==> src/rtl/bt_tx_sched.sv <==
`timescale 1ns/1ps
`default_nettype none
// ============================================================================
//  Module   : bt_tx_sched
//  Purpose  : Transmit scheduler in front of the bluetooth UART block. Shares
//             the single UART transmitter between two byte requesters with a
//             round-robin arbiter, sequences each byte (latch data, pulse
//             uart_enable, wait for uart_done, hold an inter-byte gap) and
//             aborts a hung transfer with a timeout watchdog.
//
//  Optional : `define BT_TX_SCHED_ECHO_EN to echo every received UART byte
//             back out with top priority. Without it rx_avail / rx_dout are
//             ignored and echo_ovr is tied low.
//
//  Ports    :
//    clk_in       in   1   system clock, rising edge
//    reset        in   1   synchronous, active-low reset
//    req0/data0   in   1/8 requester 0 request (held until gnt0) and byte
//    gnt0         out  1   one-cycle pulse, data0 accepted
//    req1/data1   in   1/8 requester 1 request (held until gnt1) and byte
//    gnt1         out  1   one-cycle pulse, data1 accepted
//    uart_din     out  8   byte to the UART, stable from launch to next grant
//    uart_enable  out  1   one-cycle start pulse to the UART
//    uart_busy    in   1   UART transmitting (informational, unused)
//    uart_done    in   1   UART byte-complete pulse
//    rx_avail     in   1   UART receive byte available (level)
//    rx_dout      in   8   UART received byte
//    sched_busy   out  1   high in every state except IDLE
//    err_timeout  out  1   sticky, a byte timed out
//    echo_ovr     out  1   sticky, echo buffer overwritten
//    sent_count   out  16  bytes completed with uart_done (wrapping)
//
//  Revision : 1.0  initial release
// ============================================================================
module bt_tx_sched #(
    parameter int TIMEOUT_CYCLES = 600000,
    parameter int TO_W           = 20,
    parameter int GAP_CYCLES     = 16
) (
    input  logic        clk_in,
    input  logic        reset,
    input  logic        req0,
    input  logic [7:0]  data0,
    output logic        gnt0,
    input  logic        req1,
    input  logic [7:0]  data1,
    output logic        gnt1,
    output logic [7:0]  uart_din,
    output logic        uart_enable,
    input  logic        uart_busy,
    input  logic        uart_done,
    input  logic        rx_avail,
    input  logic [7:0]  rx_dout,
    output logic        sched_busy,
    output logic        err_timeout,
    output logic        echo_ovr,
    output logic [15:0] sent_count
);

    // ------------------------------------------------------------------------
    // Constants
    // ------------------------------------------------------------------------
    localparam int              c_GAP_W    = (GAP_CYCLES > 1) ? $clog2(GAP_CYCLES) : 1;
    localparam logic [c_GAP_W-1:0] c_GAP_LAST = c_GAP_W'((GAP_CYCLES > 0) ? (GAP_CYCLES - 1) : 0);
    localparam logic [TO_W-1:0] c_TO_LAST  = TO_W'(TIMEOUT_CYCLES - 1);

    typedef enum logic [1:0] {
        S_IDLE      = 2'd0,
        S_LAUNCH    = 2'd1,
        S_WAIT_DONE = 2'd2,
        S_GAP       = 2'd3
    } state_t;

    // ------------------------------------------------------------------------
    // Registers and wires
    // ------------------------------------------------------------------------
    state_t              r_state;
    logic [TO_W-1:0]     r_to_cnt;
    logic [c_GAP_W-1:0]  r_gap_cnt;
    logic                r_rr_favor1;   // 1: requester 1 wins a tie

    logic                w_idle;
    logic                w_echo_pending;
    logic [7:0]          w_echo_byte;
    logic                w_grant_echo;
    logic                w_grant0;
    logic                w_grant1;
    logic                w_grant_any;
    logic [7:0]          w_win_byte;
    logic                w_gap_last;

    // uart_busy is informational only; sequencing relies solely on uart_done.
    logic                w_unused_busy;
    assign w_unused_busy = uart_busy;

    // ------------------------------------------------------------------------
    // Echo buffer (optional)
    // ------------------------------------------------------------------------
`ifdef BT_TX_SCHED_ECHO_EN
    logic       r_rx_avail_d;
    logic       r_echo_pending;
    logic [7:0] r_echo_buf;
    logic       r_echo_ovr;
    logic       w_rx_rise;

    assign w_rx_rise      = rx_avail & ~r_rx_avail_d;
    assign w_echo_pending = r_echo_pending;
    assign w_echo_byte    = r_echo_buf;
    assign echo_ovr       = r_echo_ovr;

    always_ff @(posedge clk_in) begin
        if (!reset) begin
            r_rx_avail_d   <= 1'b0;
            r_echo_pending <= 1'b0;
            r_echo_buf     <= 8'h00;
            r_echo_ovr     <= 1'b0;
        end else begin
            r_rx_avail_d <= rx_avail;
            if (w_rx_rise) begin
                // A new byte always lands in the buffer and stays pending.
                // It only counts as an overwrite if the old byte was not
                // being handed to the UART on this very cycle.
                r_echo_buf     <= rx_dout;
                r_echo_pending <= 1'b1;
                if (r_echo_pending && !w_grant_echo) begin
                    r_echo_ovr <= 1'b1;
                end
            end else if (w_grant_echo) begin
                r_echo_pending <= 1'b0;
            end
        end
    end
`else
    logic w_unused_rx;
    assign w_unused_rx    = ^{rx_avail, rx_dout};
    assign w_echo_pending = 1'b0;
    assign w_echo_byte    = 8'h00;
    assign echo_ovr       = 1'b0;
`endif

    // ------------------------------------------------------------------------
    // Arbitration: echo first, then round-robin between req0 and req1.
    // Requests are only looked at in IDLE, so at most one grant can fire.
    // ------------------------------------------------------------------------
    assign w_idle       = (r_state == S_IDLE);
    assign w_grant_echo = w_idle & w_echo_pending;
    assign w_grant0     = w_idle & ~w_echo_pending & req0 & (~req1 | ~r_rr_favor1);
    assign w_grant1     = w_idle & ~w_echo_pending & req1 & (~req0 |  r_rr_favor1);
    assign w_grant_any  = w_grant_echo | w_grant0 | w_grant1;

    always_comb begin
        w_win_byte = data1;
        if (w_grant_echo) begin
            w_win_byte = w_echo_byte;
        end else if (w_grant0) begin
            w_win_byte = data0;
        end
    end

    // A zero-length gap still spends the single GAP cycle before IDLE.
    assign w_gap_last = (GAP_CYCLES == 0) || (r_gap_cnt == c_GAP_LAST);

    // ------------------------------------------------------------------------
    // Scheduler FSM with registered outputs
    // ------------------------------------------------------------------------
    always_ff @(posedge clk_in) begin
        if (!reset) begin
            r_state     <= S_IDLE;
            r_to_cnt    <= '0;
            r_gap_cnt   <= '0;
            r_rr_favor1 <= 1'b0;
            gnt0        <= 1'b0;
            gnt1        <= 1'b0;
            uart_din    <= 8'h00;
            uart_enable <= 1'b0;
            sched_busy  <= 1'b0;
            err_timeout <= 1'b0;
            sent_count  <= 16'h0000;
        end else begin
            gnt0        <= 1'b0;
            gnt1        <= 1'b0;
            uart_enable <= 1'b0;
            case (r_state)
                S_IDLE: begin
                    if (w_grant_any) begin
                        uart_din   <= w_win_byte;
                        gnt0       <= w_grant0;
                        gnt1       <= w_grant1;
                        sched_busy <= 1'b1;
                        r_state    <= S_LAUNCH;
                        // Echo grants leave the pointer where it was.
                        if (w_grant0) begin
                            r_rr_favor1 <= 1'b1;
                        end else if (w_grant1) begin
                            r_rr_favor1 <= 1'b0;
                        end
                    end
                end

                S_LAUNCH: begin
                    uart_enable <= 1'b1;
                    r_to_cnt    <= '0;
                    r_state     <= S_WAIT_DONE;
                end

                S_WAIT_DONE: begin
                    // done is tested first so it wins over a same-cycle timeout.
                    if (uart_done) begin
                        sent_count <= sent_count + 16'd1;
                        r_gap_cnt  <= '0;
                        r_state    <= S_GAP;
                    end else if (r_to_cnt == c_TO_LAST) begin
                        err_timeout <= 1'b1;
                        r_gap_cnt   <= '0;
                        r_state     <= S_GAP;
                    end else begin
                        r_to_cnt <= r_to_cnt + TO_W'(1);
                    end
                end

                S_GAP: begin
                    if (w_gap_last) begin
                        sched_busy <= 1'b0;
                        r_state    <= S_IDLE;
                    end else begin
                        r_gap_cnt <= r_gap_cnt + c_GAP_W'(1);
                    end
                end

                default: begin
                    sched_busy <= 1'b0;
                    r_state    <= S_IDLE;
                end
            endcase
        end
    end

endmodule
`default_nettype wire

==> config.mk <==
export PLATFORM = sky130hd
export DESIGN_NAME = bt_tx_sched
export DESIGN_NICKNAME = d
export VERILOG_FILES = /design/src/rtl/bt_tx_sched.sv
export SDC_FILE = /design/constraint.sdc
export NUM_CORES = 1
export LEC_CHECK = 0
export CORE_AREA = 10 10 78 96
export DETAILED_ROUTE_END_ITERATION = 7
export DIE_AREA = 0 0 88 106
export PLACE_DENSITY = 0.77
export SLEW_MARGIN = 20
export SYNTH_ARGS = -nofsm -noshare
export SYNTH_HDL_FRONTEND = slang
export SYNTH_SLANG_ARGS = --single-unit
==> constraint.sdc <==
create_clock -name clk_in -period 4.55 [get_ports clk_in]
set_input_delay 0.91 -clock clk_in [delete_from_list [all_inputs] [get_ports clk_in]]
set_output_delay 0.91 -clock clk_in [all_outputs]
set_load 0.01 [all_outputs]
==> impl_metrics.csv, run 1 <==
group,metric,value,unit
run_status,outcome,"completed",
critical_path,end_kind,"flop",
critical_path,start_kind,"input pin",
global_routing,antenna_found_initial,0,
sta,relSlewSlack,0.362,
clock_tree,post_cts_buffers,0,
critical_path,crit_type,"input pin to flop",
power_and_ir_drop,ir_drop,0.000233,V
placed_design,detailedPlace.worstSlack,1.34,ns
critical_path,worstReg2RegEnd,"r_to_cnt[9]",
critical_path,timing.rr.start,"r_state[0]",
sta,worst_slack,1.69,ns
critical_path,rrSetupSlack,1.95,ns
power_and_ir_drop,intPower,0.842,mW
synthesis,synth_area,2730,sq um
clock_tree,cts-root-buf,"clkbuf_8",
critical_path,cpMaxStageDelayCell,"nor2b_1",
critical_path,cp.required,4.77,ns
clock_tree,cts.repair.resized,0,
global_routing,grt_pass1_vias,2374,
critical_path,startpoint,"uart_done",
global_routing,grt.overflow.total,0,
synthesis,async_flop_share,0,
synthesis,postSynthAreaPerCell,8.91,sq um
sta,rsz0062_at_grt,"false",
power_and_ir_drop,clock_power_share,0.224,
sta,finalMaxSlewViolations,0,
critical_path,slowest_delay,0.53,ns
sta,setup_viol,0,
critical_path,crit_fanout,8,
routing,drtIter0Drc,142,
critical_path,r2r_cells,7,
global_routing,grt_use_total,0.138,
synthesis,synth_fp_nets,345,
routing,dr.pass1.iters,4,
placed_design,routabilityCongestion,0.834,
cells_and_area,final_area,3340,sq um
sta,report.final.hold_viol_count,0,
cells_and_area,final_nets,390,
die,rows,31,
cells_and_area,final_core_util,0.585,
run,maxCapViolCount,0,
clock_tree,path_clk_slew,0.10,ns
die,pin_count,61,
sta,worst_pin_slew,0.956,ns
critical_path,path_cells,"clkdlybuf4s50_1, nor2b_1, nor2_1, a211oi_1, a21oi_1, a31o_2",
hold_path,hold_class,"flop to flop",
routing,drc,0,
synthesis,ys_types,50,
die,start_util,0.478,
global_routing,grt_max_degree,32,
hold_path,hold_start,"r_rr_favor1",
sta,timing.final.crit_share,0.628,
global_routing,grt_pass1_wl,10700,um
clock_tree,cts_tree,"built",
power_and_ir_drop,p_leak,1.18,nW
sta,skew,0.00964,ns
sta,period_needed,2.86,ns
sta,holdWs,0.470,ns
sta,fin_setup_tns,0,ns
routing,detail-route-antenna-nets,0,
routing,vias_per_cell,5.55,
cells_and_area,syn_to_final_growth,22.4,%
clock_tree,clk_latency,0.32,ns
sta,max_freq,350,MHz
cells_and_area,diodes,0,
cells_and_area,fin_cells,418,
die,die_w,88,um
power_and_ir_drop,switching_power,0.444,mW
routing,dr_total_vias,2319,
placed_design,io_buffers,49,
placed_design,place_hpwl,4600,um
die,core,5700,sq um
clock_tree,numCtsBuffers,5,
clock_tree,cts_sinks,56,
clock_tree,cts_max_level,2,
cells_and_area,final_cell_mix,"dfxtp_1, nor2_1, clkdlybuf4s50_1",
cells_and_area,final_common_cell,"dfxtp_1",
synthesis,synthFlopType,"dfxtp_1",
power_and_ir_drop,comb_power_share,0.338,
clock_tree,hold_buffers,0,
power_and_ir_drop,seq_power_share,0.438,
die,die_area,9330,sq um
synthesis,synth_warnings,0,
power_and_ir_drop,sw_frac_of_total,0.346,
critical_path,cp.arrival,3.08,ns
synthesis,ys_ff_latch,56,
clock_tree,clock_path_buffers,2,
synthesis,ys_seq_area_frac,0.411,
synthesis,synth-edff-count,0,
synthesis,postSynthCellCount,306,
power_and_ir_drop,p_total,1.29,mW
power_and_ir_drop,power_density,385,nW/um^2
routing,routed_wl,6190,um
critical_path,critical_path.endpoint,"r_to_cnt[9]",
cells_and_area,drive_gt1_frac,0.0568,
placed_design,place_area,3240,sq um
cells_and_area,fill_cells,524,
die,die_h,106,um
placed_design,dp.cells,410,
routing,drt-wirelength-per-cell,14.8,um
## cells by family after synthesis
| family | Yosys count | synth area share |
|---|---|---|
| mux | 11 | 0.0413 |
| xor+xnor | 29 | 0.0932 |
| other cells | 1 | 0.00138 |
| simple gates | 133 | 0.250 |
| flops | 56 | 0.411 |
| fa+ha+maj | 8 | 0.0367 |
| buf+inv | 18 | 0.0303 |
| compound gates | 50 | 0.136 |
## power by group through the flow
stage | sequential, mW | combinational (mW) | clock, mW
after floorplan | 0.588 | 0.274 | 0
after CTS | 0.564 | 0.437 | 0.295
after global routing | 0.570 | 0.491 | 0.312
final | 0.563 | 0.434 | 0.289
after detailed placement | 0.575 | 0.434 | 0
after global placement | 0.573 | 0.426 | 0
## worst max-delay path: cells and delay by family
| kind | cells | cell delay [ns] |
|---|---|---|
| compound gates | 3 | 0.88 |
| buf+inv | 1 | 0.49 |
| simple gates | 2 | 0.80 |
## per-layer routing
layer  up-vias  global-route usage  part of all wire
met5         -                   0                 0
met4         0              0.0582             0.023
met3        13              0.0741             0.096
met2        65               0.223              0.47
met1      1073               0.143              0.41
li1       1168                   -                 -
## how the worst min path moves through the flow
stage,endpoint,slack [ns],depth (start not counted)
6_report,gnt1,0.47,2
5_1_grt,gnt1,0.50,2
4_1_cts,gnt1,0.47,2
3_5_place_dp,gnt1,0.46,2
3_3_place_gp,gnt1,0.46,2
2_1_floorplan,gnt1,0.44,2
## sequential cells by signal, indices dropped and copies added, names as in the netlist
register	cells
r_state	2
uart_enable	1
r_gap_cnt	4
r_rr_favor1	1
err_timeout	1
r_to_cnt	20
gnt0	1
sched_busy	1
uart_din	8
gnt1	1
sent_count	16
## area by class of cell
type,count,area (sq um),area share
multi-input cells,232,1520,0.456
flip-flops and latches,56,1120,0.336
repair buffers,49,490,0.147
clock buffers,7,86.3,0.0259
well taps,66,82.6,0.0247
inverters,7,26.3,0.00787
clock inverters,1,7.51,0.00225
## cell usage after synthesis, drive strengths merged, types with 2 or more instances
master / instances / area, sq um
inv: 7 / 26.3
ha: 8 / 100
buf: 3 / 26.3
o211ai: 2 / 15.0
and3: 7 / 43.8
a31o: 3 / 26.3
xor2: 11 / 96.3
and2: 5 / 31.3
dfxtp: 56 / 1120
mux2: 2 / 22.5
nor4: 3 / 33.8
nand3: 24 / 133
a21boi: 2 / 18.8
a21oi: 11 / 58.8
nand2: 18 / 67.6
nand4b: 2 / 17.5
a31oi: 2 / 12.5
nand4: 6 / 37.5
clkbuf: 8 / 30.0
mux2i: 9 / 90.1
nor2: 51 / 191
and4: 2 / 17.5
o21ai: 5 / 25.0
nor3: 4 / 20.0
xnor2: 18 / 158
a211oi: 16 / 120
nor2b: 2 / 12.5
a2111oi: 2 / 17.5
No activity file was read; power rests on OpenSTA's default activity.
==> run 2, diff against run 1 <==
Clock period 4.55 ns to 2.68 ns, I/O delays scaled along.
==> impl_metrics.csv, run 2 (synthesized netlist as in run 1, its figures left out) <==
group,metric,value,unit
global_routing,grt_pass1_wl,10900,um
power_and_ir_drop,intPower,1.52,mW
critical_path,crit_fanout,7,
cells_and_area,final_cell_mix,"dfxtp_1, nor2_1, clkdlybuf4s50_1",
power_and_ir_drop,p_total,2.28,mW
die,die_w,88,um
routing,drtIter0Drc,167,
routing,routed_wl,6270,um
placed_design,detailedPlace.worstSlack,0.190,ns
routing,vias_per_cell,5.57,
critical_path,start_kind,"flop",
power_and_ir_drop,ir_drop,0.000413,V
clock_tree,clock_path_buffers,2,
cells_and_area,drive_gt1_frac,0.0780,
clock_tree,post_cts_buffers,0,
placed_design,routabilityCongestion,0.841,
cells_and_area,final_nets,397,
routing,drt-wirelength-per-cell,14.7,um
cells_and_area,top_register,"r_to_cnt",
die,pin_count,61,
power_and_ir_drop,p_leak,1.22,nW
critical_path,crit_type,"flop to flop",
cells_and_area,final_common_cell,"dfxtp_1",
run_status,outcome,"completed",
die,die_area,9330,sq um
clock_tree,path_clk_slew,0.10,ns
sta,worst_slack,0.390,ns
cells_and_area,final_core_util,0.598,
power_and_ir_drop,power_density,668,nW/um^2
routing,drc,0,
global_routing,antenna_found_initial,0,
clock_tree,numCtsBuffers,5,
clock_tree,cts-root-buf,"clkbuf_8",
sta,period_needed,2.29,ns
power_and_ir_drop,switching_power,0.752,mW
placed_design,io_buffers,49,
power_and_ir_drop,sw_frac_of_total,0.331,
cells_and_area,diodes,0,
power_and_ir_drop,clock_power_share,0.243,
sta,setup_viol,0,
cells_and_area,syn_to_final_growth,25.0,%
sta,fin_setup_tns,0,ns
cells_and_area,reg_top3,"r_to_cnt x20, sent_count x16, uart_din x8",
sta,relSlewSlack,0.512,
critical_path,cp.arrival,2.50,ns
clock_tree,clk_latency,0.31,ns
routing,detail-route-antenna-nets,0,
global_routing,grt_pass1_vias,2347,
sta,rsz0062_at_grt,"false",
routing,dr_total_vias,2366,
clock_tree,cts_sinks,56,
critical_path,end_kind,"flop",
clock_tree,hold_buffers,0,
die,core,5700,sq um
global_routing,grt_max_degree,32,
placed_design,place_hpwl,4670,um
sta,worst_pin_slew,0.726,ns
cells_and_area,largest_reg_flops,20,
placed_design,dp.cells,417,
clock_tree,cts.repair.resized,0,
cells_and_area,fin_cells,425,
power_and_ir_drop,seq_power_share,0.420,
clock_tree,cts_tree,"built",
critical_path,cp.required,2.89,ns
sta,timing.final.crit_share,0.855,
run,maxCapViolCount,0,
die,rows,31,
hold_path,hold_class,"flop to flop",
routing,dr.pass1.iters,4,
power_and_ir_drop,comb_power_share,0.336,
sta,skew,0.00842,ns
global_routing,grt.overflow.total,0,
sta,finalMaxSlewViolations,0,
sta,max_freq,437,MHz
die,die_h,106,um
sta,report.final.hold_viol_count,0,
global_routing,grt_use_total,0.140,
die,start_util,0.478,
clock_tree,cts_max_level,2,
-- run 2: changes by cell type in the layout (fill, tap and decap cells not counted), sizes merged --
| cell | before | now |
|---|---|---|
| buf | 0 | 7 |
| clkinv | 0 | 1 |
| clkbuf | 7 | 5 |
| bufinv | 0 | 1 |
-- run 2: critical path, cell delays in order, from the launching register on --
cell and delay, ns:
dfxtp_1 0.39, inv_1 0.10, ha_1 0.22, nor2b_1 0.20, nor3_1 0.63, a21oi_1 0.20, nand3_1 0.13, mux2_2 0.33
-- run 2: power groups by stage --
stage	Clock, mW	Sequential [mW]	Combinational [mW]
2_1_floorplan	0	0.999	0.465
3_3_place_gp	0	0.972	0.753
3_5_place_dp	0	0.977	0.767
4_1_cts	0.569	0.957	0.772
5_1_grt	0.597	0.968	0.854
6_report	0.554	0.956	0.765
-- run 2: layout make-up --
type	instances	area, sq um
Fill cell	487	2290
Multi-Input combinational cell	232	1520
Sequential cell	56	1120
Timing Repair Buffer	56	543
Tap cell	66	82.6
Clock buffer	5	68.8
Clock inverter	3	42.5
Inverter	7	26.3
-- run 2: metal layers --
metal | global-route usage | share of wire | vias up
met5 | 0 | 0 | -
met2 | 0.221 | 0.47 | 72
met3 | 0.0672 | 0.10 | 9
met1 | 0.161 | 0.41 | 1103
met4 | 0.0479 | 0.016 | 0
li1 | - | - | 1182
-- run 2: metrics by stage --
step,instance area (sq um),hold WS (ns)
detailed placement,3300,0.463
finish,3410,0.469
floorplan,2730,0.435
global placement,3300,0.455
CTS,3410,0.476
global route,3410,0.496
-- run 2: path summary, 6_finish.rpt --
check / start / to / slack (ns) / cells past startpoint
worst min-delay path: r_rr_favor1 / gnt1 / 0.47 / 2
worst max register to register: r_state[1] / r_to_cnt[14] / 0.39 / 7
worst min register to register: r_rr_favor1 / gnt1 / 0.47 / 2
worst max-delay path: r_state[1] / r_to_cnt[14] / 0.39 / 7
